==> config.mk <==
export PLATFORM = sky130hd
export DESIGN_NAME = cmd_dispatcher
export DESIGN_NICKNAME = d
export VERILOG_FILES = /design/src/rtl/cmd_dispatcher.sv
export SDC_FILE = /design/constraint.sdc
export NUM_CORES = 1
export LEC_CHECK = 0
export CAP_MARGIN = 20
export CORE_MARGIN = 1
export CORE_UTILIZATION = 50
export DETAILED_ROUTE_END_ITERATION = 8
export GPL_ROUTABILITY_DRIVEN = 0
export HOLD_SLACK_MARGIN = 0.08
export PLACE_DENSITY = 0.76
export SLEW_MARGIN = 20
export SYNTH_ARGS = -nofsm -noshare
export SYNTH_HDL_FRONTEND = slang
export SYNTH_SLANG_ARGS = --single-unit
==> constraint.sdc <==
create_clock -name clk -period 2.2 [get_ports clk]
set_input_delay 0.44 -clock clk [delete_from_list [all_inputs] [get_ports clk]]
set_output_delay 0.44 -clock clk [all_outputs]
set_load 0.02 [all_outputs]
==> src/rtl/cmd_dispatcher.sv <==
`default_nettype none
// ============================================================================
// Module   : cmd_dispatcher
// Purpose  : Buffers host commands in a small FIFO and issues them one at a
//            time to the enclave controller, retiring each on ctrl_done.
//            Optional macro DISPATCH_TIMEOUT_EN adds a BUSY-state watchdog.
// Revision : 1.0 - initial release
// ============================================================================
module cmd_dispatcher #(
  parameter int ADDR_WIDTH     = 10,
  parameter int FIFO_DEPTH     = 4,
  parameter int PTR_WIDTH      = 2,
  parameter int CNT_WIDTH      = 8,
  parameter int TIMEOUT_CYCLES = 1023,
  parameter int TIMEOUT_WIDTH  = 10
) (
  input  logic                  clk,
  input  logic                  rst_n,
  input  logic                  cmd_valid,
  output logic                  cmd_ready,
  input  logic [1:0]            cmd_opcode,
  input  logic [ADDR_WIDTH-1:0] cmd_op1_base,
  input  logic [ADDR_WIDTH-1:0] cmd_op2_base,
  input  logic [ADDR_WIDTH-1:0] cmd_out_base,
  input  logic                  ctrl_done,
  output logic                  config_en,
  output logic [1:0]            opcode,
  output logic [ADDR_WIDTH-1:0] op1_base_addr,
  output logic [ADDR_WIDTH-1:0] op2_base_addr,
  output logic [ADDR_WIDTH-1:0] out_base_addr,
  output logic                  busy,
  output logic [PTR_WIDTH:0]    fifo_count,
  output logic                  irq_done,
  output logic [CNT_WIDTH-1:0]  completed_count,
  output logic                  timeout_err
);

  localparam int                c_ENTRY_W = 2 + 3 * ADDR_WIDTH;
  localparam logic [PTR_WIDTH:0] c_FULL   = (PTR_WIDTH + 1)'(FIFO_DEPTH);

  typedef enum logic [1:0] {
    IDLE = 2'd0,
    CFG  = 2'd1,
    ARM  = 2'd2,
    BUSY = 2'd3
  } state_t;

  state_t                 r_state;
  logic [c_ENTRY_W-1:0]   r_mem [FIFO_DEPTH];
  logic [PTR_WIDTH-1:0]   r_wr_ptr;
  logic [PTR_WIDTH-1:0]   r_rd_ptr;
  logic [PTR_WIDTH:0]     r_count;
  logic [c_ENTRY_W-1:0]   w_head;
  logic                   w_push;
  logic                   w_pop;

`ifdef DISPATCH_TIMEOUT_EN
  localparam logic [TIMEOUT_WIDTH-1:0] c_WDOG_LAST = TIMEOUT_WIDTH'(TIMEOUT_CYCLES - 1);
  logic [TIMEOUT_WIDTH-1:0] r_wdog;
  logic                     r_timeout_err;
  assign timeout_err = r_timeout_err;
`else
  assign timeout_err = 1'b0;
`endif

  // Marker block elaborated only for an inconsistent parameter set.
  generate
    if ((1 << PTR_WIDTH) != FIFO_DEPTH || TIMEOUT_CYCLES < 1 ||
        TIMEOUT_CYCLES >= (1 << TIMEOUT_WIDTH)) begin : g_bad_params
    end
  endgenerate

  assign cmd_ready  = (r_count != c_FULL);
  assign fifo_count = r_count;
  assign busy       = (r_state != IDLE);
  assign w_push     = cmd_valid && cmd_ready;
  assign w_pop      = (r_state == IDLE) && (r_count != '0);
  assign w_head     = r_mem[r_rd_ptr];

  // Storage needs no reset; occupancy is tracked by the pointers and count.
  always_ff @(posedge clk) begin
    if (w_push) begin
      r_mem[r_wr_ptr] <= {cmd_opcode, cmd_op1_base, cmd_op2_base, cmd_out_base};
    end
  end

  always_ff @(posedge clk or negedge rst_n) begin
    if (!rst_n) begin
      r_state         <= IDLE;
      r_wr_ptr        <= '0;
      r_rd_ptr        <= '0;
      r_count         <= '0;
      config_en       <= 1'b0;
      opcode          <= '0;
      op1_base_addr   <= '0;
      op2_base_addr   <= '0;
      out_base_addr   <= '0;
      irq_done        <= 1'b0;
      completed_count <= '0;
`ifdef DISPATCH_TIMEOUT_EN
      r_wdog          <= '0;
      r_timeout_err   <= 1'b0;
`endif
    end else begin
      config_en <= 1'b0;
      irq_done  <= 1'b0;
      if (w_push) r_wr_ptr <= r_wr_ptr + 1'b1;
      if (w_pop)  r_rd_ptr <= r_rd_ptr + 1'b1;
      if (w_push && !w_pop)      r_count <= r_count + 1'b1;
      else if (!w_push && w_pop) r_count <= r_count - 1'b1;

      case (r_state)
        IDLE: begin
          if (w_pop) begin
            {opcode, op1_base_addr, op2_base_addr, out_base_addr} <= w_head;
            config_en <= 1'b1;
            r_state   <= CFG;
          end
        end
        CFG: r_state <= ARM;
        // Guard cycle: controller clears a stale done on the config edge.
        ARM: begin
`ifdef DISPATCH_TIMEOUT_EN
          r_wdog  <= '0;
`endif
          r_state <= BUSY;
        end
        BUSY: begin
          if (ctrl_done) begin
            irq_done        <= 1'b1;
            completed_count <= completed_count + 1'b1;
            r_state         <= IDLE;
          end
`ifdef DISPATCH_TIMEOUT_EN
          else if (r_wdog == c_WDOG_LAST) begin
            r_timeout_err <= 1'b1;
            r_state       <= IDLE;
          end else begin
            r_wdog <= r_wdog + 1'b1;
          end
`endif
        end
        default: r_state <= IDLE;
      endcase
    end
  end

endmodule
`default_nettype wire

==> impl_metrics.toml <==
[cts]
cts_tree = "built"
clk_pin_slew_worst_paths_ns = 0.06
cts_buffer_depth = 2
root_buffer = "clkbuf_16"
clock_sinks = 179
numCtsBuffers = 17
post_cts_buffers = 0
cts_max_level = 4
clk_latency_ns = 0.42

[synth]
yosysTopAreaCell = "edfxtp_1"
ys_types = 29
synth_xor_area_frac = 0.0166
synth.avg_cell_area_um2 = 18.0
synth-compound-area-share = 0.00693
synth_top_area_share = 0.560
synth_edf_count = 128
synth-seq-cells = 179
synth-seq-area-share = 0.746
ys.warnings.count = 0
synth_top_family_by_area = "multiplexers"
synthAdderAreaFrac = 0.0193
synthMuxAreaShare = 0.114
syn_nets = 428
synth_area_mm2 = 0.00686
ys.flop_type = "edfxtp_1"
synth.area.top_cells = "edfxtp_1 56%, dfrtp_1 19%, mux4_2 9.2%"
async_flop_share = 0.285
yosys.area_share.simple = 0.0678
syn_inst = 382

[timing]
tns_ns = 0
hold_violations = 0
period_needed_ns = 2.02
rsz0062_at_grt = "false"
setup_viol = 0
finalCritPeriodShare = 0.919
finClkSkew_ns = 0.00891
relSlewSlack = 0.654
tightest_slew_ns = 0.518
hold_ws_ns = 0.473
fmax_ghz = 0.495
fin_ws_ns = 0.178
drv_slew = 0

[route]
dr.pass1.iters = 4
wire_per_inst_um = 18.3
wl_um = 12300
routed_via_density = 5.30
met1_length_um = 5340
top_layer_used = "met4"
wl_met2_um = 6130
drc = 0
num_vias = 3556
met3WireLength_um = 619
drt-initial-drc-count = 225
antenna_left = 0

[worst_setup_path]
path_delay_family = "buffers and inverters"
crit_fanout = 6
path_depth = 1
ff2ff_path_depth = 9
reg2reg_slack_ns = 0.23
cp-start-kind = "flop"
cp_slowest_stage_delay_ns = 0.67
crit_arrival_ns = 1.58
critPathBufInv = 1
crit_path_end_kind = "output port"
cp_slowest_cell = "clkdlybuf4s50_1"
crit_chain = "clkdlybuf4s50_1"
crit_type = "flop to output port"
worstPathRequired_ns = 1.76

[pwr]
fin_total_pwr_uw = 12200
p_leak_uw = 0.00322
cellPowerDensity_mw_per_mm2 = 1430
ir_worst_vdd_mv = 0.840

[hold_path]
min_path_type = "flop to flop"
hold_depth = 2

[placement]
dp.final_hpwl_um = 7530
port_buffers = 82
place_ws_ns = -0.0273
placed_area_mm2 = 0.00795

[floorplan]
die_x_um = 119
coreArea_mm2 = 0.0133
io-pin-count = 84
dieArea_mm2 = 0.0142
start_util = 0.516
rows = 42
die_y_um = 119

[finish]
fin_area_mm2 = 0.00855
antenna_cells = 0
nets = 528
area_delta_synth_final_pct = 24.6
drive_gt1_frac = 0.178

[global_route]
grt_pass1_vias = 3667
antenna_found_initial = 0
grt_start_max_net_pins = 35
track_usage = 0.191
grt-ovfl-total = 0
grt_pass1_wl_um = 19700

[run]
drv_cap = 0

[status]
status = "completed"
-- routing by layer --
layer / vias up / global-route usage
met5: - / 0
met4: 0 / 0.0728
met3: 12 / 0.0532
met2: 104 / 0.311
met1: 1831 / 0.247
li1: 1609 / -
-- layout make-up --
class / count / area [um2]
inverters: 7 / 28.8
repair buffers: 98 / 1040
well taps: 176 / 220
multi-input cells: 179 / 1550
clock inverters: 14 / 160
fillers: 910 / 4740
flip-flops and latches: 179 / 5120
clock buffers: 18 / 429
-- final timing paths --
| path | start | endpoint |
|---|---|---|
| min | out_base_addr[2]$_DFFE_PN0P_ | out_base_addr[2]$_DFFE_PN0P_ |
| min in group asynchronous | rst_n | r_state[0]$_DFFE_PN0P_ |
| max in group asynchronous | rst_n | r_rd_ptr[0]$_DFFE_PN0P_ |
| min reg2reg | out_base_addr[2]$_DFFE_PN0P_ | out_base_addr[2]$_DFFE_PN0P_ |
| max | fifo_count[1]$_DFFE_PN0P_ | fifo_count[1] |
| max reg2reg | r_state[0]$_DFFE_PN0P_ | fifo_count[2]$_DFFE_PN0P_ |
-- flip-flops by register name, indices dropped and copies added, names as in the netlist --
register,flops
r_wr_ptr,2
completed_count,8
irq_done,1
r_rd_ptr,2
opcode,2
op2_base_addr,10
out_base_addr,10
config_en,1
r_state,2
fifo_count,3
r_mem,128
op1_base_addr,10
-- what timing repair did --
action | CTS | global route
hold buffers | 1 | 0
hold endpoints to repair | 18 | 0
resized for setup | 2 | 1
setup endpoints to repair | 2 | 1
-- report_power, final --
group / internal [uW] / leakage, uW / total, uW / switching [uW]
clock network: 1780 / 0.000288 / 3000 / 1220
logic: 1990 / 0.00113 / 4190 / 2200
registers: 4610 / 0.00180 / 5030 / 427
total: 8380 / 0.00322 / 12200 / 3850
-- cell usage in the layout (no fill, tap or decap), drive strengths merged, types with 2 or more instances in the layout --
cell and instances:
buf 16, mux4 32, clkbuf 18, edfxtp 128
xor2 3, and2 5, clkinv 7, xnor2 10
dfrtp 51, nor2 2, nand4 4, clkinvlp 2
clkdlybuf4s50 79, mux2 4, ha 9, bufinv 3
nand2 100, inv 9
-- synthesized netlist by cell type, types with 2 or more instances --
cell / instances
edfxtp_1: 128
nand2_1: 100
dfrtp_1: 51
mux4_2: 28
xnor2_1: 10
ha_1: 9
buf_6: 6
inv_1: 6
and2_1: 5
buf_2: 4
mux2_2: 4
mux4_1: 4
nand4_1: 4
buf_12: 3
xor2_1: 3
buf_4: 2
clkbuf_1: 2
nor2_1: 2
-- kinds of logic (layout without fill, tap and decap cells) --
group	count (synthesis)	count (layout)
AND/OR/NAND/NOR	115	115
flip-flops	179	179
AO/OA/AOI/OAI	4	4
other	1	1
buffers and inverters	24	137
adder cells (fa/ha/maj)	10	10
multiplexers	36	36
XOR/XNOR	13	13
-- tightest hold or removal path: stages, from the launching register on --
cell and delay [ns]:
dfrtp_1 0.34, nand2_1 0.05, nand2_1 0.05
-- stage by stage --
| step | utilization | std cells |
|---|---|---|
| after floorplan | - | 382 |
| after global placement | 0.598 | 638 |
| after detailed placement | 0.598 | 638 |
| after CTS | 0.643 | 671 |
| after global routing | 0.643 | 671 |
| final | 0.643 | 671 |
Note: power is estimated with default switching activity, not from simulation.
==> RTL edit 1 (config.mk and constraints unchanged) <==
The parameter `CNT_WIDTH` goes from 8 to 12.
--- a/src/rtl/cmd_dispatcher.sv
+++ b/src/rtl/cmd_dispatcher.sv
@@ -11,5 +11,5 @@
   parameter int FIFO_DEPTH     = 4,
   parameter int PTR_WIDTH      = 2,
-  parameter int CNT_WIDTH      = 8,
+  parameter int CNT_WIDTH      = 12,
   parameter int TIMEOUT_CYCLES = 1023,
   parameter int TIMEOUT_WIDTH  = 10
Interface: changed (resized completed_count); port bits go from 84 to 88. The function was not compared with the original's and may differ.
==> RTL edit 1 against the unedited design <==
- setup slack worse by 0.11 ns
- power up 1.4%
- area after synthesis rose by 1.6%
- routed wire length increased by 0.12%
- sequential cell count up 4
- worst hold slack barely moved
- design area up 2.6%
- via count is 3.3% higher
- largest power group unchanged
==> RTL edit 1: results (changes against the unedited design) <==
global_route:
  grt_max_degree: 37  # was 35
  grt_usage_pct: 18.9  # was 19.1%
  antenna_found_initial: 0  # unchanged
  grt_pass1_vias: 3839  # was 3,667
  grt_first_pass_wirelength_um: 20100  # was 19,700 um
logic_synthesis:
  ys_top_cells_by_area: "edfxtp_1, dfrtp_1, mux4_2, nand2_1, ha_1"  # unchanged
  async_flop_share_pct: 30.1  # was 28.5%
  ys_seq_area_share_pct: 74.9  # was 74.6%
  syn_nets: 449  # was 428
  ys_warn_count: 0  # unchanged
  synthTopCellsByCount: "edfxtp_1, nand2_1, dfrtp_1"  # unchanged
  synth_cell_types: 27  # was 29
  synth_edf_count: 128  # unchanged
worst_hold_path:
  min_path_cells: 1  # was 2
  hp-start: "completed_count[11]"  # was out_base_addr[2]
  min_to: "completed_count[11]"  # was out_base_addr[2]
  hold_class: "flip-flop to flip-flop"  # unchanged
setup_path:
  r2r-start: "r_state[0]"  # unchanged
  cpLargestDelayFamily: "buffers and inverters"  # unchanged
  worstPathArrival_ns: 1.69  # was 1.58 ns
  ff2ff_setup_slack_ns: 0.23  # about the same
  timing.rr.end: "fifo_count[2]"  # unchanged
  critPathMaxStageDelay_ns: 0.60  # was 0.67 ns
  critPathSlowestCell: "clkdlybuf4s50_1"  # unchanged
clocking:
  post_cts_buffers: 0  # unchanged
  max-clock-path-buffers: 2  # unchanged
  cts_made_buffers: 17  # unchanged
  worstSkewPairLatency_ns: 0.42  # about the same
  clkTransAtPathRegs_ns: 0.06  # about the same
  cts.htree.levels: 4  # unchanged
  cts-root-buf: "clkbuf_16"  # unchanged
routing:
  drt-initial-drc-count: 212  # was 225
  drt_wl_total_um: 12300  # about the same
  firstDrtPassIters: 4  # unchanged
  viasPerCell: 5.27  # was 5.30
pwr:
  p_leak_nw: 3.35  # was 3.22 nW
  p_sw_mw: 3.87  # was 3.85 mW
  ir_drop_mv: 0.799  # was 0.840 mV
layout:
  antenna_cells: 0  # unchanged
  drive_above_1_share_pct: 18.0  # was 17.8%
  fin_nets: 555  # was 528
sta:
  slew_headroom_pct: 64.3  # was 65.4%
  fin_skew_ns: 0.0145  # was 0.00891 ns
  min_period_ns: 2.13  # was 2.02 ns
place:
  placed_cell_area_um2: 8170  # was 7950 um2
  numPortBuffers: 86  # was 82
  place_hpwl_um: 7790  # was 7530 um
  pre_cts_ws_ns: -0.0557  # was -0.0273 ns
outcome:
  status: "complete, no violations"  # unchanged
flow_run:
  cap_violations: 0  # unchanged
[RTL edit 1: kinds of logic after synthesis]
kind of cell,synth area share [%]
multiplexers,11.0
flip-flops,74.9
buffers and inverters,2.01
AND/OR/NAND/NOR,7.36
other,0.0538
adder cells (fa/ha/maj),1.90
AO/OA/AOI/OAI,0.682
XOR/XNOR,2.14
[RTL edit 1: layer usage]
layer  share of wire [%]  up-vias  global-route usage, %  wire length, um
li1                    -     1681                      -                -
met1                  44     1867                   25.5             5450
met2                  49      119                   30.0             6070
met3                 5.4        8                   4.61              657
met4                0.76        0                   6.72               93
met5                   0        -                      0                0
[RTL edit 1: per-stage QoR]
stage	cells	hold slack, ns	utilization (%)
6_report	697	0.473	65.5
5_1_grt	697	0.504	65.5
4_1_cts	697	0.473	65.5
3_5_place_dp	665	0.449	61.0
3_3_place_gp	665	0.439	61.0
2_1_floorplan	403	0.144	-
[RTL edit 1: area by class of cell]
type                            instances  area, um2
Multi-Input combinational cell        195       1620
Fill cell                             937       4620
Sequential cell                       183       5230
Timing Repair Buffer                  103       1080
Inverter                                9       33.8
Tap cell                              176        220
Clock inverter                         13        155
Clock buffer                           18        439
[RTL edit 1: repair_timing]
action                     CTS  global route
hold buffers                 1             0
hold endpoints to repair    19             0
setup endpoints to repair    2             0
resized for setup            2             0
[RTL edit 1: how the worst max path moves through the flow]
stage,startpoint,to,cells past startpoint
after floorplan,fifo_count[2],fifo_count[2],9
after global placement,cmd_valid,fifo_count[2],8
after detailed placement,cmd_valid,fifo_count[2],8
after CTS,fifo_count[1],cmd_ready,3
after global routing,fifo_count[1],cmd_ready,3
final,fifo_count[1],cmd_ready,3
[RTL edit 1: power by group through the flow]
stage | Clock, mW | Combinational (mW) | Sequential, mW
finish | 3.02 | 4.21 | 5.17
global route | 3.20 | 4.60 | 5.27
CTS | 3.08 | 4.30 | 5.18
detailed placement | 0 | 4.27 | 5.24
global placement | 0 | 4.17 | 5.18
floorplan | 0 | 2.30 | 5.53
==> RTL edit 2 (same settings) <==
Made on the original files. Put one more register stage on the output `completed_count`, cleared by the reset. The value now appears one clock later. The other outputs are not delayed to match.
--- a/src/rtl/cmd_dispatcher.sv
+++ b/src/rtl/cmd_dispatcher.sv
@@ -45,4 +45,6 @@
     BUSY = 2'd3
   } state_t;
+
+  logic [CNT_WIDTH-1:0] completed_count_s0;
 
   state_t                 r_state;
@@ -97,5 +99,5 @@
       out_base_addr   <= '0;
       irq_done        <= 1'b0;
-      completed_count <= '0;
+      completed_count_s0 <= '0;
 `ifdef DISPATCH_TIMEOUT_EN
       r_wdog          <= '0;
@@ -129,5 +131,5 @@
           if (ctrl_done) begin
             irq_done        <= 1'b1;
-            completed_count <= completed_count + 1'b1;
+            completed_count_s0 <= completed_count_s0 + 1'b1;
             r_state         <= IDLE;
           end
@@ -146,4 +148,12 @@
   end
 
+  always_ff @(posedge clk or negedge rst_n) begin
+    if (!rst_n) begin
+      completed_count <= '0;
+    end else begin
+      completed_count <= completed_count_s0;
+    end
+  end
+
 endmodule
 `default_nettype wire
Behaviour: not the same (Yosys sat finds a counterexample within 10 cycles, from zero or initial values and one cycle with rst_n low).
==> RTL edit 2 against the unedited design <==
- design area increased by 2.8%
- sequential cell count increased by 8
- routed wire length increased by 4.9%
- die area increased by 2.4%
- first-iteration DRC count decreased by 28%
- cell count increased by 2.2%
- critical path depth increased by 2
- sequential share of layout area increased by 0.68 points
- setup slack got worse by 0.086 ns
- area after synthesis increased by 2.4%
- power increased by 2.0%
- global-route usage increased by 0.37 points
- largest power group unchanged
- highest routed layer unchanged
==> RTL edit 2: results (changes against the unedited design) <==
outcome:
  status: "complete, no violations"  # unchanged
layout:
  final_cells: 686  # was 671
  drive_above_1_share_pct: 19.2  # was 17.8%
  design_area_um2: 8790  # was 8550 um2
  fin_nets: 543  # was 528
global_route:
  gr-usage-met1_pct: 24.8  # was 24.7%
  grt_max_degree: 34  # was 35
  use_met2_pct: 32.2  # was 31.1%
  grt_use_met3_pct: 5.42  # was 5.32%
  grt_usage_pct: 19.5  # was 19.1%
  grt_pass1_vias: 3840  # was 3,667
logic_synthesis:
  syn_nets: 438  # was 428
  ys_top_cells_by_area: "edfxtp_1, dfrtp_1, mux4_2, nand2_1, ha_1"  # unchanged
  synth_cell_types: 30  # was 29
  synthTopCellsByCount: "edfxtp_1, nand2_1, dfrtp_1"  # unchanged
  async_flop_share_pct: 31.6  # was 28.5%
setup_path:
  ff2ff_setup_slack_ns: 0.20  # was 0.23 ns
  worstPathArrival_ns: 1.67  # was 1.58 ns
  endpoint: "cmd_ready"  # was fifo_count[1]
  critPathMaxStageDelay_ns: 0.53  # was 0.67 ns
routing:
  wl_met3_um: 756  # was 619 um
  wl_met2_um: 6590  # was 6130 um
  wl_per_cell_um: 18.7  # was 18.3 um
place:
  dpl.cell_count: 653  # was 638
  pre_cts_ws_ns: -0.0414  # was -0.0273 ns
pwr:
  clkPwrFrac_pct: 23.7  # was 24.6%
  p_int_mw: 8.45  # was 8.38 mW
  finalPower_mw: 12.5  # was 12.2 mW
  seqPwrFrac_pct: 42.6  # was 41.1%
  p_leak_nw: 3.33  # was 3.22 nW
worst_hold_path:
  min_to: "completed_count[6]"  # was out_base_addr[2]
  hp-start: "completed_count_s0[6]"  # was out_base_addr[2]
sta:
  fin_skew_ns: 0.00961  # was 0.00891 ns
  timing.hold.ws_ns: 0.381  # was 0.473 ns
## RTL edit 2: final cells by class
| type | instances | area share (%) |
|---|---|---|
| clock buffers | 18 | 5.00 |
| clock inverters | 14 | 1.55 |
| inverters | 9 | 0.384 |
| multi-input cells | 180 | 17.7 |
| flip-flops and latches | 187 | 60.6 |
| well taps | 176 | 2.51 |
| repair buffers | 102 | 12.3 |
## RTL edit 2: cell families after synthesis
logic type / after synthesis / share of synthesized area, %
multiplexers: 36 / 11.1
AND/OR/NAND/NOR: 116 / 6.62
XOR/XNOR: 13 / 1.62
buffers and inverters: 25 / 2.37
AO/OA/AOI/OAI: 4 / 0.676
adder cells (fa/ha/maj): 10 / 1.89
other: 1 / 0.0533
flip-flops: 187 / 75.7
## RTL edit 2: repair_timing
item / in CTS / in global routing
gates resized for setup: 3 / 1
buffers inserted: 0 / 0
hold buffers: 1 / 0
endpoints found under the setup margin: 2 / 1
hold endpoints to repair: 12 / 0
